[config.mk]
export PLATFORM = sky130hd
export DESIGN_NAME = booth_r4_mul
export DESIGN_NICKNAME = d
export VERILOG_FILES = /design/src/rtl/booth_r4_mul.sv
export SDC_FILE = /design/constraint.sdc
export NUM_CORES = 1
export LEC_CHECK = 0
export ABC_AREA = 1
export CORE_UTILIZATION = 25
export DETAILED_ROUTE_END_ITERATION = 8
export PLACE_DENSITY = 0.52
export SLEW_MARGIN = 20
export SYNTH_ARGS = -nofsm -noshare
export SYNTH_HDL_FRONTEND = slang
export SYNTH_SLANG_ARGS = --single-unit
export TNS_END_PERCENT = 5
[constraint.sdc]
create_clock -name clk -period 3.4 [get_ports clk]
set_input_delay 0.85 -clock clk [delete_from_list [all_inputs] [get_ports clk]]
set_output_delay 0.85 -clock clk [all_outputs]
set_load 0.05 [all_outputs]
[src/rtl/booth_r4_mul.sv]
// Radix-4 modified-Booth sequential multiplier with start/busy/done handshake.
// Ports: clk, reset (sync, active-low), start, signed_mode, inM, inQ -> busy, done, product.
module booth_r4_mul #(
    parameter int WIDTH = 24
) (
    input  logic                 clk,
    input  logic                 reset,
    input  logic                 start,
    input  logic                 signed_mode,
    input  logic [WIDTH-1:0]     inM,
    input  logic [WIDTH-1:0]     inQ,
    output logic                 busy,
    output logic                 done,
    output logic [2*WIDTH-1:0]   product
);

    // Extended width is always even so the multiplier splits into 2-bit digits,
    // and has at least one spare top bit so unsigned operands recode as positive.
    localparam int EW    = (WIDTH % 2 == 0) ? WIDTH + 2 : WIDTH + 1;
    localparam int NITER = EW / 2;
    localparam int CNT_W = $clog2(NITER + 1);
    localparam int AW    = EW + 2;

    typedef enum logic [1:0] {
        S_IDLE,
        S_RUN,
        S_DONE
    } state_t;

    state_t               state_q, state_d;
    logic [AW-1:0]        a_q, a_d;
    logic [EW-1:0]        q_q, q_d;
    logic [EW-1:0]        m_q, m_d;
    logic                 qm1_q, qm1_d;
    logic [CNT_W-1:0]     cnt_q, cnt_d;
    logic [2*WIDTH-1:0]   prod_q, prod_d;
    logic                 done_q, done_d;

    logic [EW-1:0]        ext_m;
    logic [EW-1:0]        ext_q;
    logic [AW-1:0]        m_x;
    logic [AW-1:0]        base;
    logic [AW-1:0]        addend;
    logic [AW-1:0]        sum;
    logic [AW-1:0]        a_shift;
    logic [EW-1:0]        q_shift;
    logic                 sel_zero;
    logic                 sel_two;
    logic                 sel_neg;

    always_comb begin
        ext_m = signed_mode ? {{(EW-WIDTH){inM[WIDTH-1]}}, inM}
                            : {{(EW-WIDTH){1'b0}}, inM};
        ext_q = signed_mode ? {{(EW-WIDTH){inQ[WIDTH-1]}}, inQ}
                            : {{(EW-WIDTH){1'b0}}, inQ};
    end

    // Booth digit recode from {Q[1],Q[0],q_m1}.
    always_comb begin
        sel_zero = 1'b0;
        sel_two  = 1'b0;
        sel_neg  = 1'b0;
        unique case ({q_q[1:0], qm1_q})
            3'b000, 3'b111: sel_zero = 1'b1;
            3'b001, 3'b010: ;
            3'b011:         sel_two  = 1'b1;
            3'b100: begin
                sel_two = 1'b1;
                sel_neg = 1'b1;
            end
            3'b101, 3'b110: sel_neg  = 1'b1;
            default:        sel_zero = 1'b1;
        endcase
    end

    // Subtraction reuses the adder: invert the addend and inject a carry.
    always_comb begin
        m_x     = {{2{m_q[EW-1]}}, m_q};
        base    = sel_two ? {m_x[AW-2:0], 1'b0} : m_x;
        if (sel_zero) begin
            base = '0;
        end
        addend  = sel_neg ? ~base : base;
        sum     = a_q + addend + AW'(sel_neg);
        a_shift = {{2{sum[AW-1]}}, sum[AW-1:2]};
        q_shift = {sum[1:0], q_q[EW-1:2]};
    end

    always_comb begin
        state_d = state_q;
        a_d     = a_q;
        q_d     = q_q;
        m_d     = m_q;
        qm1_d   = qm1_q;
        cnt_d   = cnt_q;
        prod_d  = prod_q;
        done_d  = 1'b0;
        unique case (state_q)
            S_IDLE, S_DONE: begin
                if (start) begin
                    state_d = S_RUN;
                    m_d     = ext_m;
                    q_d     = ext_q;
                    a_d     = '0;
                    qm1_d   = 1'b0;
                    cnt_d   = '0;
                end else begin
                    state_d = S_IDLE;
                end
            end
            S_RUN: begin
                a_d   = a_shift;
                q_d   = q_shift;
                qm1_d = q_q[1];
                cnt_d = cnt_q + 1'b1;
                if (cnt_q == CNT_W'(NITER - 1)) begin
                    prod_d  = {a_shift[2*WIDTH-EW-1:0], q_shift};
                    state_d = S_DONE;
                    done_d  = 1'b1;
                end
            end
            default: state_d = S_IDLE;
        endcase
    end

    always_ff @(posedge clk) begin
        if (!reset) begin
            state_q <= S_IDLE;
            a_q     <= '0;
            q_q     <= '0;
            m_q     <= '0;
            qm1_q   <= 1'b0;
            cnt_q   <= '0;
            prod_q  <= '0;
            done_q  <= 1'b0;
        end else begin
            state_q <= state_d;
            a_q     <= a_d;
            q_q     <= q_d;
            m_q     <= m_d;
            qm1_q   <= qm1_d;
            cnt_q   <= cnt_d;
            prod_q  <= prod_d;
            done_q  <= done_d;
        end
    end

    assign busy    = (state_q != S_IDLE);
    assign done    = done_q;
    assign product = prod_q;

endmodule

==> impl_metrics.py <==
metrics = {
    "grt": {
        "top_usage_layer": "met2",
        "grt_usage_pct": 15.70,
        "antenna_found_initial": 0,
        "overflow": 0,
        "grt_max_degree": 55,
        "grt_pass1_vias": 6685,
        "grtUsageMet2_pct": 26.17,
        "grt_pass1_wl_microns": 35490,
        "grt_use_met1_pct": 19.40,
        "grt_use_met3_pct": 3.822,
    },
    "critical_path": {
        "cp.required_ns": 3.76,
        "path_class": "flop to flop",
        "critPathArrivalTime_ns": 3.47,
        "endpoint_kind": "flop",
        "cp_max_fo": 48,
        "start_kind": "flop",
    },
    "outcome": {
        "status": "finished clean",
    },
    "detailed_routing": {
        "num_vias": 6983,
        "totalWireLength_microns": 22500,
        "wire_per_inst_microns": 14.66,
        "drc_errors": 0,
        "ant_nets": 0,
        "first_pass_iters": 4,
        "vias_per_cell": 4.552,
        "drt-initial-drc-count": 289,
    },
    "yosys": {
        "ys_seq_area_share_pct": 36.91,
        "synth_cells": 1059,
        "async_flop_share_pct": 0,
        "synth_area_leaders": "dfxtp_1, nand2_1, a21oi_1",
        "ys_seq_elements": 133,
        "synthesis.nets": 1141,
        "yosys.area.top_type_share_pct": 36.91,
        "ys.flop_type": "dfxtp_1",
        "yosys.area.top_type": "dfxtp_1",
        "syn_avg_cell_area_sq_um": 6.812,
        "ys_types": 38,
        "yosys_warnings": 0,
        "synthMostInstantiatedCell": "nand2_1",
        "synthTopCellsByCount": "nand2_1, dfxtp_1, nor2_1, inv_1, a21oi_1",
        "synth_edf_count": 0,
        "netlist_area_sq_mm": 0.007214,
    },
    "finish": {
        "antenna_cells": 0,
        "n_fill_cell": 3157,
        "fin_area_sq_mm": 0.009213,
        "final_util_pct": 32.80,
        "nets": 1225,
        "drive_above_1_share_pct": 6.834,
        "syn_to_final_growth_pct": 27.70,
        "seq_area_sq_mm": 0.002663,
        "multi_input_area_sq_mm": 0.003921,
    },
    "timing": {
        "worst_slew_pin_slew_ns": 0.6763,
        "tns_ns": 0,
        "skew_ns": 0.01460,
        "relSlewSlack_pct": 54.85,
        "finalMaxSlewViolations": 0,
        "max_freq_mhz": 321.4,
        "timing.final.crit_share_pct": 91.51,
        "rsz0062_at_grt": "true",
        "setup_viol": 0,
        "hold_viol_final": 0,
        "period_needed_ns": 3.111,
    },
    "clocking": {
        "h-tree-depth": 4,
        "hold_buffers": 0,
        "clkLatencyLatePin_ns": 0.43,
        "cts_tree": "built",
        "clkSinkCount": 133,
        "numCtsBuffers": 17,
        "clk_pin_slew_ns": 0.07,
        "cts-root-buf": "clkbuf_16",
        "cts_buffer_depth": 2,
    },
    "floorplanning": {
        "die_y_microns": 171.9,
        "fp-row-count": 61,
        "start_util_pct": 25.69,
        "die-area_sq_mm": 0.02954,
        "core_area_sq_mm": 0.02809,
        "die_w_microns": 171.9,
        "boundaryPins": 102,
    },
    "pwr": {
        "power.density_mw_per_mm2": 456.5,
        "ir_drop_uv": 226.6,
        "total_leakage_power_nw": 3.878,
    },
    "placed_design": {
        "gp_congestion": 0.9279,
        "hpwl_microns": 16490,
        "portBuffers": 101,
        "post_dp_cell_area_sq_mm": 0.008576,
    },
    "flow_run": {
        "drv_cap": 0,
    },
    "worst_hold_path": {
        "min_path_type": "flop to flop",
    },
}
==> cells in the final DEF (no fill, tap or decap), types with 3 or more instances in the layout <==
master,synthesis,routed
nand2_1,242,242
dfxtp_1,133,133
nor2_1,124,124
inv_1,104,104
clkdlybuf4s50_1,0,100
a21oi_1,97,97
o21ai_0,92,90
nand3_1,65,65
xor2_1,37,35
ha_1,29,29
clkbuf_16,0,17
a221oi_1,16,16
buf_4,1,12
a31oi_1,11,11
inv_2,8,9
o21ai_1,7,8
nand2_2,7,7
nor3_1,8,7
inv_8,0,6
inv_6,1,4
nand3b_1,4,4
a21o_1,3,3
==> state kept, by name, indices dropped and copies added (netlist names) <==
register  count
done          1
qm1_q         1
m_q          25
q_q          26
product      48
cnt_q         4
a_q          26
state_q       2
==> worst paths after layout <==
path           endpoint    start  slack (ns)  cells after the start
max reg2reg     a_q[16]   q_q[1]        0.29                     18
max             a_q[16]   q_q[1]        0.29                     18
min reg2reg  product[9]  q_q[11]        0.46                      2
min          product[9]  q_q[11]        0.46                      2
==> cells by family after synthesis <==
kind of cell | Yosys count | share of synthesized area [%]
AO/OA/AOI/OAI | 232 | 17.45
XOR/XNOR | 37 | 4.492
adder cells (fa/ha/maj) | 30 | 5.307
buffers and inverters | 163 | 9.209
flip-flops | 133 | 36.91
AND/OR/NAND/NOR | 464 | 26.64
==> final cells by class <==
cell class              count  area share [%]
multi-input cells         763           42.56
flip-flops and latches    133           28.90
repair buffers            114           12.11
well taps                 378           5.134
inverters                 114           4.699
clock buffers              17           4.618
clock inverters            15           1.969
==> timing repair <==
item,CTS,global route
setup endpoints to repair,0,13
buffers inserted,0,0
gates resized for setup,0,8
==> metal layers <==
metal  wire, microns  up-vias
met1           10090     3190
met2           10670      150
met5               0        -
met4             513        0
li1                -     3616
met3            1224       27
==> report_power, final <==
part	total (mW)	switching, mW	internal (mW)
Sequential	1.67	0.0445	1.62
Clock	1.89	0.837	1.06
Combinational	0.645	0.409	0.236
==> critical path, stage by stage (launching register included) <==
cell     delay (ns)
dfxtp_1        0.40
inv_1          0.13
o21ai_2        0.19
buf_12         0.22
o21ai_0        0.09
a21oi_1        0.16
xor2_1         0.27
ha_1           0.34
nand2_1        0.11
inv_1          0.07
nand2_1        0.11
inv_1          0.07
o21ai_0        0.07
nand3_1        0.19
nand2_1        0.11
nand2_1        0.09
xor2_2         0.20
nand2_1        0.08
a21oi_1        0.14
==> per-stage QoR <==
| step | hold WS, ns | std cells | setup slack [ns] | total power [mW] |
|---|---|---|---|---|
| 2_1_floorplan | 0.4360 | 1059 | 0.6841 | 2.125 |
| 3_3_place_gp | 0.4510 | 1502 | 0.06615 | 2.352 |
| 3_5_place_dp | 0.4569 | 1502 | 0.07218 | 2.351 |
| 4_1_cts | 0.4657 | 1534 | 0.05821 | 4.264 |
| 5_1_grt | 0.4843 | 1534 | -0.02798 | 4.416 |
| 6_report | 0.4613 | 1534 | 0.2887 | 4.206 |
No activity file was read; power rests on OpenSTA's default activity.
